--- src/rtl/spi_slave_stream.sv ---
// SPI slave carrying a continuous stream of WIDTH-bit words per select assertion,
// with valid/ready tx and rx FIFOs on the oversampling clock domain.
module spi_slave_stream #(
    parameter int unsigned WIDTH    = 8,
    parameter int unsigned TX_DEPTH = 4,
    parameter int unsigned RX_DEPTH = 4
) (
    input  logic                        clk_i,
    input  logic                        reset_i,
    input  logic                        cpol_i,
    input  logic                        cpha_i,
    input  logic                        lsb_first_i,
    input  logic                        select_i,
    input  logic                        mclk_i,
    input  logic                        mosi_i,
    output logic                        miso_o,
    output logic                        miso_oe_o,
    input  logic [WIDTH-1:0]            tx_data_i,
    input  logic                        tx_valid_i,
    output logic                        tx_ready_o,
    output logic [WIDTH-1:0]            rx_data_o,
    output logic                        rx_valid_o,
    input  logic                        rx_ready_i,
    output logic [$clog2(TX_DEPTH):0]   tx_level_o,
    output logic [$clog2(RX_DEPTH):0]   rx_level_o,
    output logic                        busy_o,
    output logic                        start_o,
    output logic                        done_o,
    output logic                        underrun_o,
    output logic                        overrun_o
);

    localparam int unsigned TAW = $clog2(TX_DEPTH);
    localparam int unsigned RAW = $clog2(RX_DEPTH);
    localparam int unsigned TCW = TAW + 1;
    localparam int unsigned RCW = RAW + 1;
    localparam int unsigned CW  = (WIDTH > 1) ? $clog2(WIDTH) : 1;

    localparam logic [0:0] S_IDLE   = 1'b0;
    localparam logic [0:0] S_ACTIVE = 1'b1;

    function automatic logic head_bit(input logic [WIDTH-1:0] w, input logic lsb);
        return lsb ? w[0] : w[WIDTH-1];
    endfunction

    function automatic logic [WIDTH-1:0] shift_out(input logic [WIDTH-1:0] w, input logic lsb);
        return lsb ? (w >> 1) : (w << 1);
    endfunction

    function automatic logic [WIDTH-1:0] shift_in(input logic [WIDTH-1:0] w, input logic b,
                                                  input logic lsb);
        return lsb ? {b, w[WIDTH-1:1]} : {w[WIDTH-2:0], b};
    endfunction

    logic [1:0]       sel_sync_q, mclk_sync_q, mosi_sync_q;
    logic             sel_prev_q, mclk_prev_q;
    logic [0:0]       state_q, state_d;
    logic             busy_q, busy_d, oe_q, oe_d, start_q, start_d, done_q, done_d;
    logic             under_q, under_d, over_q, over_d, miso_q, miso_d, first_q, first_d;
    logic [CW-1:0]    cnt_q, cnt_d;
    logic [WIDTH-1:0] tx_sh_q, tx_sh_d, rx_sh_q, rx_sh_d, rx_word_q, rx_word_d;
    logic             rx_push_q, rx_push_d;

    logic [WIDTH-1:0] tx_mem_q [TX_DEPTH];
    logic [WIDTH-1:0] tx_mem_d [TX_DEPTH];
    logic [TAW-1:0]   tx_wr_q, tx_wr_d, tx_rd_q, tx_rd_d;
    logic [TCW-1:0]   tx_cnt_q, tx_cnt_d;
    logic             tx_ready_q, tx_ready_d;

    logic [WIDTH-1:0] rx_mem_q [RX_DEPTH];
    logic [WIDTH-1:0] rx_mem_d [RX_DEPTH];
    logic [RAW-1:0]   rx_wr_q, rx_wr_d, rx_rd_q, rx_rd_d;
    logic [RCW-1:0]   rx_cnt_q, rx_cnt_d;
    logic             rx_valid_q, rx_valid_d;
    logic [WIDTH-1:0] rx_data_q, rx_data_d;

    logic             sel_s, mclk_s, mosi_s, rise_c, fall_c, sample_c, setup_c;
    logic             tx_load_c, tx_empty_c, rx_full_c, tx_push_c, tx_pop_c, rx_pop_c;
    logic [WIDTH-1:0] load_word_c, rx_next_c;

    // Edge decode on the synchronised mclk; mosi shares its delay.
    always_comb begin
        sel_s       = sel_sync_q[1];
        mclk_s      = mclk_sync_q[1];
        mosi_s      = mosi_sync_q[1];
        rise_c      = mclk_s & ~mclk_prev_q;
        fall_c      = ~mclk_s & mclk_prev_q;
        sample_c    = (cpha_i ^ cpol_i) ? fall_c : rise_c;
        setup_c     = (cpha_i ^ cpol_i) ? rise_c : fall_c;
        tx_empty_c  = (tx_cnt_q == '0);
        rx_full_c   = (rx_cnt_q == RCW'(RX_DEPTH));
        load_word_c = tx_empty_c ? '0 : tx_mem_q[tx_rd_q];
    end

    // Frame state machine: start/stop, bit counting, shifting and word handoff.
    always_comb begin
        state_d   = state_q;
        busy_d    = busy_q;
        oe_d      = oe_q;
        start_d   = 1'b0;
        done_d    = 1'b0;
        under_d   = 1'b0;
        over_d    = 1'b0;
        miso_d    = miso_q;
        first_d   = first_q;
        cnt_d     = cnt_q;
        tx_sh_d   = tx_sh_q;
        rx_sh_d   = rx_sh_q;
        rx_word_d = rx_word_q;
        rx_push_d = 1'b0;
        tx_load_c = 1'b0;
        rx_next_c = shift_in(rx_sh_q, mosi_s, lsb_first_i);
        case (state_q)
            S_IDLE: begin
                if (sel_s && !sel_prev_q) begin
                    state_d   = S_ACTIVE;
                    start_d   = 1'b1;
                    busy_d    = 1'b1;
                    oe_d      = 1'b1;
                    cnt_d     = '0;
                    tx_load_c = 1'b1;
                    tx_sh_d   = load_word_c;
                    under_d   = tx_empty_c;
                    first_d   = cpha_i;
                    if (!cpha_i) miso_d = head_bit(load_word_c, lsb_first_i);
                end
            end
            default: begin
                if (sample_c) begin
                    rx_sh_d = rx_next_c;
                    if (cnt_q == CW'(WIDTH - 1)) begin
                        cnt_d     = '0;
                        done_d    = 1'b1;
                        tx_load_c = 1'b1;
                        tx_sh_d   = load_word_c;
                        under_d   = tx_empty_c;
                        first_d   = 1'b1;
                        if (rx_full_c) begin
                            over_d = 1'b1;
                        end else begin
                            rx_push_d = 1'b1;
                            rx_word_d = rx_next_c;
                        end
                    end else begin
                        cnt_d = cnt_q + CW'(1);
                    end
                end else if (setup_c) begin
                    // A freshly loaded word presents its first bit without shifting.
                    if (first_q) begin
                        miso_d  = head_bit(tx_sh_q, lsb_first_i);
                        first_d = 1'b0;
                    end else begin
                        tx_sh_d = shift_out(tx_sh_q, lsb_first_i);
                        miso_d  = head_bit(tx_sh_d, lsb_first_i);
                    end
                end
                if (!sel_s) begin
                    state_d = S_IDLE;
                    busy_d  = 1'b0;
                    oe_d    = 1'b0;
                end
            end
        endcase
    end

    // Transmit and receive FIFOs.
    always_comb begin
        tx_push_c = tx_valid_i & tx_ready_q;
        tx_pop_c  = tx_load_c & ~tx_empty_c;
        tx_mem_d  = tx_mem_q;
        if (tx_push_c) tx_mem_d[tx_wr_q] = tx_data_i;
        tx_wr_d    = tx_wr_q + TAW'(tx_push_c);
        tx_rd_d    = tx_rd_q + TAW'(tx_pop_c);
        tx_cnt_d   = tx_cnt_q + TCW'(tx_push_c) - TCW'(tx_pop_c);
        tx_ready_d = (tx_cnt_d != TCW'(TX_DEPTH));

        rx_pop_c = rx_valid_q & rx_ready_i;
        rx_mem_d = rx_mem_q;
        if (rx_push_q) rx_mem_d[rx_wr_q] = rx_word_q;
        rx_wr_d    = rx_wr_q + RAW'(rx_push_q);
        rx_rd_d    = rx_rd_q + RAW'(rx_pop_c);
        rx_cnt_d   = rx_cnt_q + RCW'(rx_push_q) - RCW'(rx_pop_c);
        rx_valid_d = (rx_cnt_d != '0);
        rx_data_d  = rx_data_q;
        if (rx_push_q && (rx_cnt_q == RCW'(rx_pop_c))) rx_data_d = rx_word_q;
        else if (rx_cnt_d != '0)                       rx_data_d = rx_mem_q[rx_rd_d];
    end

    always_ff @(posedge clk_i or posedge reset_i) begin
        if (reset_i) begin
            sel_sync_q  <= 2'b11;
            sel_prev_q  <= 1'b1;
            mclk_sync_q <= '0;
            mosi_sync_q <= '0;
            mclk_prev_q <= 1'b0;
            state_q     <= S_IDLE;
            busy_q      <= 1'b0;
            oe_q        <= 1'b0;
            start_q     <= 1'b0;
            done_q      <= 1'b0;
            under_q     <= 1'b0;
            over_q      <= 1'b0;
            miso_q      <= 1'b0;
            first_q     <= 1'b0;
            cnt_q       <= '0;
            tx_sh_q     <= '0;
            rx_sh_q     <= '0;
            rx_word_q   <= '0;
            rx_push_q   <= 1'b0;
            for (int unsigned i = 0; i < TX_DEPTH; i++) tx_mem_q[i] <= '0;
            for (int unsigned i = 0; i < RX_DEPTH; i++) rx_mem_q[i] <= '0;
            tx_wr_q     <= '0;
            tx_rd_q     <= '0;
            tx_cnt_q    <= '0;
            tx_ready_q  <= 1'b1;
            rx_wr_q     <= '0;
            rx_rd_q     <= '0;
            rx_cnt_q    <= '0;
            rx_valid_q  <= 1'b0;
            rx_data_q   <= '0;
        end else begin
            sel_sync_q  <= {sel_sync_q[0], select_i};
            sel_prev_q  <= sel_s;
            mclk_sync_q <= {mclk_sync_q[0], mclk_i};
            mosi_sync_q <= {mosi_sync_q[0], mosi_i};
            mclk_prev_q <= mclk_s;
            state_q     <= state_d;
            busy_q      <= busy_d;
            oe_q        <= oe_d;
            start_q     <= start_d;
            done_q      <= done_d;
            under_q     <= under_d;
            over_q      <= over_d;
            miso_q      <= miso_d;
            first_q     <= first_d;
            cnt_q       <= cnt_d;
            tx_sh_q     <= tx_sh_d;
            rx_sh_q     <= rx_sh_d;
            rx_word_q   <= rx_word_d;
            rx_push_q   <= rx_push_d;
            tx_mem_q    <= tx_mem_d;
            rx_mem_q    <= rx_mem_d;
            tx_wr_q     <= tx_wr_d;
            tx_rd_q     <= tx_rd_d;
            tx_cnt_q    <= tx_cnt_d;
            tx_ready_q  <= tx_ready_d;
            rx_wr_q     <= rx_wr_d;
            rx_rd_q     <= rx_rd_d;
            rx_cnt_q    <= rx_cnt_d;
            rx_valid_q  <= rx_valid_d;
            rx_data_q   <= rx_data_d;
        end
    end

    assign miso_o     = miso_q;
    assign miso_oe_o  = oe_q;
    assign tx_ready_o = tx_ready_q;
    assign rx_data_o  = rx_data_q;
    assign rx_valid_o = rx_valid_q;
    assign tx_level_o = tx_cnt_q;
    assign rx_level_o = rx_cnt_q;
    assign busy_o     = busy_q;
    assign start_o    = start_q;
    assign done_o     = done_q;
    assign underrun_o = under_q;
    assign overrun_o  = over_q;

endmodule

--- config.mk ---
export PLATFORM = sky130hd
export DESIGN_NAME = spi_slave_stream
export DESIGN_NICKNAME = d
export VERILOG_FILES = /design/src/rtl/spi_slave_stream.sv
export SDC_FILE = /design/constraint.sdc
export NUM_CORES = 1
export LEC_CHECK = 0
export CAP_MARGIN = 20
export CORE_AREA = 5 5 135 137
export DETAILED_ROUTE_END_ITERATION = 8
export DIE_AREA = 0 0 140 142
export GPL_ROUTABILITY_DRIVEN = 0
export HOLD_SLACK_MARGIN = 0.15
export PLACE_DENSITY_LB_ADDON = 0.12
export RECOVER_POWER = 25
export SLEW_MARGIN = 20
export SYNTH_ARGS = -nofsm -noshare
export SYNTH_HDL_FRONTEND = slang
export SYNTH_SLANG_ARGS = --single-unit
--- constraint.sdc ---
create_clock -name clk_i -period 5.5 [get_ports clk_i]
set_input_delay 1.1 -clock clk_i [delete_from_list [all_inputs] [get_ports clk_i]]
set_output_delay 1.1 -clock clk_i [all_outputs]
set_load 0.02 [all_outputs]
* Word level (Yosys, flattened, before mapping)
Index checks and enable logic that the tools add are counted.
** Storage, ports and cells
- Register bits :: 132
- Word-level logic and storage cells :: 158
** Cells by class
- Add/sub/neg operators :: 9
- Magnitude comparators :: 6
- Equal/unequal tests :: 12
- Mux-type cells :: 66
- Bitwise logic cells :: 14
- Reduce and logical (&&, ||, !) cells :: 16
** Operators with widths (number)
- $mux 8 :: 17
- $bwmux 32 :: 2
- $mux 1 :: 39
- $bmux 8 s2 :: 2
- $demux 8 s2 :: 2
- $ge 3x3->1 const B :: 4
- $mux 3 :: 4
- $not 2->3 :: 4
- $reduce_and 4->1 :: 3
- $add 2x1->2 :: 4
- $add 3x1->3 :: 2
- $eq 3x3->1 const B :: 2
- $lt 3x1->1 const B :: 2
- $ne 2x1->1 const B :: 3
- $ne 3x2->1 const B :: 2
- $reduce_and 2->1 :: 3
- $sub 3x1->3 :: 2
- $and 1x1->1 :: 5
- $logic_and 1x1->1 :: 4
- $ne 2x2->1 const B :: 2
- $not 1->1 :: 4
- $reduce_bool 2->1 :: 2
- $add 3x1->3 const B :: 1
- $eq 3x1->1 :: 1
- 7 further kinds :: 7

* Depth between registers and ports, before layout
Gate-level depths: netlist (run 1).
- Word-level depth :: 9
- Mapped depth :: 11
- Depth with buffers taken out :: 11

* Worst setup path after synthesis (run 1)
No wires, ideal clock.
- Path type :: input to register
- From :: input port rx_ready_i
- To :: register rx_data_q[0], in the netlist rx_data_o[0]
- Setup time :: 0.141 ns
- Arrival :: 3.167 ns
- Data required time :: 5.359 ns
- Setup slack :: 2.192 ns
- Stages on the path :: 11
- Buffers on the path :: 0
- Cell sequence :: and2_1 ha_1 inv_1 ha_1 fa_1 xnor2_1 xnor2_1 nor3_2 clkinv_1 nand2_1 a31oi_1
** RTL lines
- start: declaration :: line 23 : input logic rx_ready_i,
- $and 1x1->1 :: line 177 : rx_pop_c = rx_valid_q & rx_ready_i;
- $sub 3x1->3 :: line 182 : rx_cnt_d = rx_cnt_q + RCW'(rx_push_q) - RCW'(rx_pop_c);
- via rx_cnt_d[2] :: line 73 : logic [RCW-1:0] rx_cnt_q, rx_cnt_d;
- $reduce_bool 3->1
- via rx_valid_d :: line 74 : logic rx_valid_q, rx_valid_d;
- $reduce_bool 2->1 (no source line)
- end signal: assignment :: line 251 : rx_data_q <= rx_data_d;
- end: declaration :: line 75 : logic [WIDTH-1:0] rx_data_q, rx_data_d;
The timed path passes the listed nets, and every way through them passes these cells. The select of a mux whose other input is x is not followed.
A chain may end at the register's enable or synchronous reset.

* Final worst setup path (run 1)
Ends and elaborated chain as after synthesis.

==> reports/results.ini, run 1 <==
[power]
combPwrFrac_pct = 27.2
swShare_pct = 30.13
p_sw_w = 0.001021
seq_power_share_pct = 40.9
p_leak_nw = 3.135
powerDensity_nw_per_um2 = 484.6
clock_power_share_pct = 31.9
irDropWorstVdd_mv = 0.2753
cell_internal_pwr_w = 0.002368

[setup_path]
startpoint = rx_ready_i
crit_required_ns = 5.76
cp.buffers_inverters = 3
path_cells = clkdlybuf4s50_1 > and2_1 > ha_1 > inv_1 > ha_1 > fa_1 > xnor2_1 > xnor2_1 > nor3_2 > clkinv_1 > nand2_1 > a31oi_1
cp_top_family = adder cells
crit_slowest_cell = nor3_2
r2r_start = rx_valid_o
cp.depth = 12
critPathLaunchType = input pin
critPathMaxStageDelay_ns = 0.43
critical_path_class = in2reg
crit_fanout = 9
arrival_ns = 3.92
reg2reg_to = rx_data_o[0]
end_kind = register
reg2regPathDepth = 11
reg2reg_slack_ns = 2.53

[global_routing]
grt_usage_pct = 12.69
antenna_found_initial = 0
gr-total-overflow = 0
grt_max_degree = 67
grt_first_pass_wirelength_um = 19910
first_global_vias = 3658

[sta]
setup_violations = 0
tns_ns = 0
fin_skew_ns = 0.008062
rsz0062_at_grt = no
final.setup.worst_slack_ns = 1.847
worst_slew_pin_slew_ns = 2.958
final-hold-violation-count = 0
min_period_ns = 3.653
finalCritPeriodShare_pct = 66.42
relSlewSlack_pct = -98.27
whs_ns = 0.3432
drv_slew = 67
fmax_mhz = 273.8

[clocking]
cts_tree = yes
holdBufCountCts = 0
worstSkewPairLatency_ns = 0.41
cts_setup_buffers = 0
cts_sinks = 132
cts-root-buf = clkbuf_16
cts_resized = 0
cts_made_buffers = 17
clk_pin_slew_worst_paths_ns = 0.06
htreeDepth = 4
clockBufferDepth = 2

[yosys]
synthCells = 432
synth_edf_count = 0
synth_top_area_share_pct = 55.22
synthTopCellsByArea = dfrtp_1 (55%), mux2_2 (14%), mux4_2 (5.8%)
async_flop_share_pct = 100.0
synth.most_common_cell = dfrtp_1
synth_flop_cell = dfrtp_1
netlist_area_um2 = 5801
yosys.cell_types.count = 41
synth_common_cells = dfrtp_1 (128), mux2_2 (74), nand2_1 (39)
syn-num-nets = 460
synth_seq_cells = 132
avgSynthCellArea_um2 = 13.43
seq_area_frac_synth_pct = 57.03
synth_area_leader_cell = dfrtp_1
yosys_warnings = 0

[detailed_routing]
drt_pre_antenna_iters = 4
drt_iter0_drc = 150
drc = 0
antenna_left = 0
wl_per_cell_um = 16.29
vias = 3437
viasPerCell = 4.800
finalWirelength_um = 11670

[run]
maxCapViolations = 1

[die]
coreArea_um2 = 16940
ios = 41
fp-row-count = 48
start_util_pct = 34.25
die_area_um2 = 19880
die_h_um = 142
dieWidth_um = 140

[finish]
seqCellArea_um2 = 3308
final_cells = 716
antenna_cells = 0
multiInputGateArea_um2 = 2364
drive_above_1_share_pct = 26.48
fill_cells = 1594
nets = 506
areaGrowthSynthToFinish_pct = 20.56

[min_path]
hp-class = reg2reg
worstHoldStart = mclk_sync_q[0]
hold_path_end = mclk_sync_q[1]
hold_depth = 0

[place]
io_buffers = 40
placed_cells = 684
dpl.hpwl_um = 8137
pre_cts_ws_ns = 1.404

[status]
violations = max-capacitance violations, max-slew violations
status = complete, but fails checks

[power groups by stage]
stage	logic (W)	registers (W)	clock network [W]
after CTS	0.000943	0.00139	0.00111
after global routing	0.00102	0.00142	0.00115
after floorplan	0.000698	0.00136	0
after global placement	0.000917	0.00140	0
after detailed placement	0.000937	0.00141	0
final	0.000922	0.00139	0.00108
[cell type report]
| class | instances | share of cell area (%) |
|---|---|---|
| Clock buffer | 22 | 6.495 |
| Clock inverter | 10 | 1.557 |
| Inverter | 14 | 0.7694 |
| Multi-Input combinational cell | 270 | 33.80 |
| Sequential cell | 132 | 47.31 |
| Tap cell | 225 | 4.026 |
| Timing Repair Buffer | 43 | 6.048 |
[logic make-up after synthesis]
family	count (synthesis)	synth area share, %
xor gates and xnor gates	13	2.092
adders and majority gates	10	2.416
DFF	132	57.03
and+or+nand+nor	83	6.687
buffers and inverters	30	2.136
AOI/OAI and AO/OA	56	5.954
muxes	108	23.68
[per-stage QoR]
step,instance area (µm²),total power [W],util (%)
2_1_floorplan,5801,0.002054,-
3_3_place_gp,6436,0.002317,38.00
3_5_place_dp,6436,0.002345,38.00
4_1_cts,6999,0.003443,41.33
5_1_grt,6993,0.003595,41.29
6_report,6993,0.003389,41.29
[worst max-delay path by stage]
| stage | slack, ns | endpoint |
|---|---|---|
| after global placement | 1.53 | rx_data_o[3] |
| after global routing | 1.40 | mosi_sync_q[1] |
| final | 1.85 | rx_data_o[0] |
| after floorplan | 0.88 | cnt_q[0] |
| after CTS | 1.83 | rx_data_o[0] |
| after detailed placement | 1.40 | rx_data_o[3] |
[layer usage]
metal | share of wire, % | global-route usage, % | wire, µm | vias up
met5 | 0 | 0 | 0 | -
met4 | 1.9 | 5.099 | 217 | 0
met3 | 3.3 | 3.293 | 384 | 16
met2 | 47 | 20.06 | 5529 | 44
met1 | 47 | 16.84 | 5533 | 1739
li1 | - | - | - | 1638
[sequential cells by signal (all words and copies together) (netlist names), 2 cells and up]
signal and count:
cnt_q 3, mosi_sync_q 2, tx_mem_q 32, tx_wr_q 2, rx_wr_q 2, rx_word_q 8, tx_sh_q 8, tx_level_o 3
mclk_sync_q 2, rx_level_o 3, rx_rd_q 2, sel_sync_q 2, rx_sh_q 8, rx_data_o 8, rx_mem_q 32, tx_rd_q 2
[layout by cell type (no fill, tap or decap), types with 3 or more instances in the layout]
master	n
buf_4	3
clkdlybuf4s50_1	35
o21ai_0	25
clkbuf_1	4
inv_1	12
o22ai_1	6
nand2_1	39
nand3b_1	4
nand2b_1	5
mux4_2	15
clkinv_2	5
a31oi_1	9
ha_1	8
clkbuf_16	17
dlygate4sd3_1	5
mux2i_1	18
dfrtp_1	128
nor2_1	18
dfstp_2	3
mux2_2	74
nor3_1	6
xnor2_1	5
a21oi_1	6
xor2_1	7
[worst reg2reg max path, delay by kind of cell (launching register included)]
| kind | cells | cell delay [ns] |
|---|---|---|
| AND/OR/NAND/NOR | 3 | 0.78 |
| AO/OA/AOI/OAI | 1 | 0.09 |
| XOR/XNOR | 2 | 0.30 |
| adder cells (fa/ha/maj) | 3 | 0.84 |
| flip-flops | 1 | 0.37 |
| buffers and inverters | 2 | 0.44 |
Note: power is estimated with default switching activity, not from simulation.
==> run 2, diff against run 1 <==
==> constraint.sdc (replaced) <==
create_clock -name clk_i -period 3 [get_ports clk_i]
set_input_delay 0.6 -clock clk_i [delete_from_list [all_inputs] [get_ports clk_i]]
set_output_delay 0.6 -clock clk_i [all_outputs]
set_load 0.02 [all_outputs]
==> reports/results.ini, run 2 (synthesis gave the netlist of run 1 again) <==
[sta]
min_period_ns = 2.761
whs_ns = 0.3534
drv_slew = 133
fmax_mhz = 362.2
finalCritPeriodShare_pct = 92.04
relSlewSlack_pct = -20.36
worst_slew_pin_slew_ns = 1.805
setup_violations = 0
final.setup.worst_slack_ns = 0.2389
fin_skew_ns = 0.005180
final-hold-violation-count = 0
rsz0062_at_grt = no

[global_routing]
first_global_vias = 3728
grt_max_degree = 133
antenna_found_initial = 0
gr-total-overflow = 0
grt_first_pass_wirelength_um = 19870
grt_usage_pct = 12.64

[setup_path]
critPathLaunchType = input pin
end_kind = register
critical_path_class = in2reg
crit_fanout = 2
crit_required_ns = 3.33
arrival_ns = 3.09

[die]
ios = 41
start_util_pct = 34.25
fp-row-count = 48
dieWidth_um = 140
die_h_um = 142
coreArea_um2 = 16940
die_area_um2 = 19880

[place]
pre_cts_ws_ns = -0.2006
dpl.hpwl_um = 7705
io_buffers = 40

[clocking]
cts_sinks = 132
cts_setup_buffers = 0
htreeDepth = 4
clk_pin_slew_worst_paths_ns = 0.05
cts_made_buffers = 17
cts_resized = 0
cts_tree = yes
cts-root-buf = clkbuf_16
clockBufferDepth = 2
holdBufCountCts = 0
worstSkewPairLatency_ns = 0.41

[finish]
areaGrowthSynthToFinish_pct = 22.76
final_common_cell = dfrtp_1
antenna_cells = 0
layout_common_cells = dfrtp_1 (128), mux2_2 (74), nand2_1 (39), clkdlybuf4s50_1 (35), o21ai_0 (25)
reg.largest.list = rx_mem_q x32, tx_mem_q x32
fill_cells = 1598
drive_above_1_share_pct = 27.72
nets = 520

[power]
powerDensity_nw_per_um2 = 888.0
seq_power_share_pct = 40.1
p_leak_nw = 3.212
cell_internal_pwr_w = 0.004493
clock_power_share_pct = 32.3
irDropWorstVdd_mv = 0.4707
p_sw_w = 0.001830
swShare_pct = 28.94
combPwrFrac_pct = 27.6

[status]
status = complete, but fails checks
violations = max-capacitance violations, max-slew violations

[detailed_routing]
route.met2.wl_um = 5555
finalWirelength_um = 11460
drt_pre_antenna_iters = 4
viasPerCell = 4.858
met3WireLength_um = 404
vias = 3546
met1Wirelength_um = 5387
top_layer = met4
drt_iter0_drc = 180
drc = 0
wl_per_cell_um = 15.69
antenna_left = 0

[run]
maxCapViolations = 1

[min_path]
hp-class = reg2reg

run 2: stage by stage:
stage | cell area, µm² | TNS (ns) | total power [W] | util (%) | std cells
global route | 7121 | 0 | 0.006724 | 42.04 | 730
CTS | 7141 | 0 | 0.006448 | 42.16 | 730
floorplan | 5804 | 0 | 0.003766 | - | 432
global placement | 6555 | -0.1183 | 0.004314 | 38.70 | 698
detailed placement | 6555 | -0.7403 | 0.004360 | 38.70 | 698
finish | 7121 | 0 | 0.006323 | 42.04 | 730
run 2: final cells by class:
class	instances	area (µm²)	share of cell area (%)
Sequential cell	132	3308	46.46
Clock inverter	3	65.06	0.9137
Multi-Input combinational cell	270	2369	33.26
Timing Repair Buffer	57	520.5	7.310
Clock buffer	29	520.5	7.310
Tap cell	225	281.5	3.954
Inverter	14	56.30	0.7907
run 2: worst max-delay path, cell delays in order:
cell             delay, ns
clkdlybuf4s50_1       0.45
xnor2_2               0.27
mux2i_4               0.28
a31oi_1               0.15
nor2_1                0.20
xnor2_1               0.14
ha_1                  0.16
inv_1                 0.04
fa_1                  0.37
xnor2_1               0.18
xnor2_1               0.16
nand3b_1              0.09
run 2: power groups by stage:
| stage | logic [W] | clock network [W] | registers, W |
|---|---|---|---|
| 2_1_floorplan | 0.00128 | 0 | 0.00249 |
| 3_5_place_dp | 0.00178 | 0 | 0.00258 |
| 6_report | 0.00174 | 0.00204 | 0.00254 |
| 4_1_cts | 0.00179 | 0.00210 | 0.00255 |
| 5_1_grt | 0.00193 | 0.00219 | 0.00261 |
| 3_3_place_gp | 0.00176 | 0 | 0.00255 |
run 2: final timing paths:
check / start / to / slack [ns] / depth (start not counted)
min in group asynchronous: reset_i / mclk_sync_q[0] / 1.29 / 3
min: mosi_sync_q[0] / mosi_sync_q[1] / 0.35 / 0
max in group asynchronous: reset_i / tx_mem_q[29] / 0.53 / 3
max: cpol_i / tx_ready_o / 0.24 / 12
min reg2reg: mosi_sync_q[0] / mosi_sync_q[1] / 0.35 / 0
max reg2reg: sel_sync_q[1] / tx_ready_o / 0.50 / 11
run 2: layer usage:
layer  vias up  track usage (%)
met5         -                0
met4         0            4.284
met3         9            3.965
met2        50            20.13
met1      1820            16.54
li1       1667                -
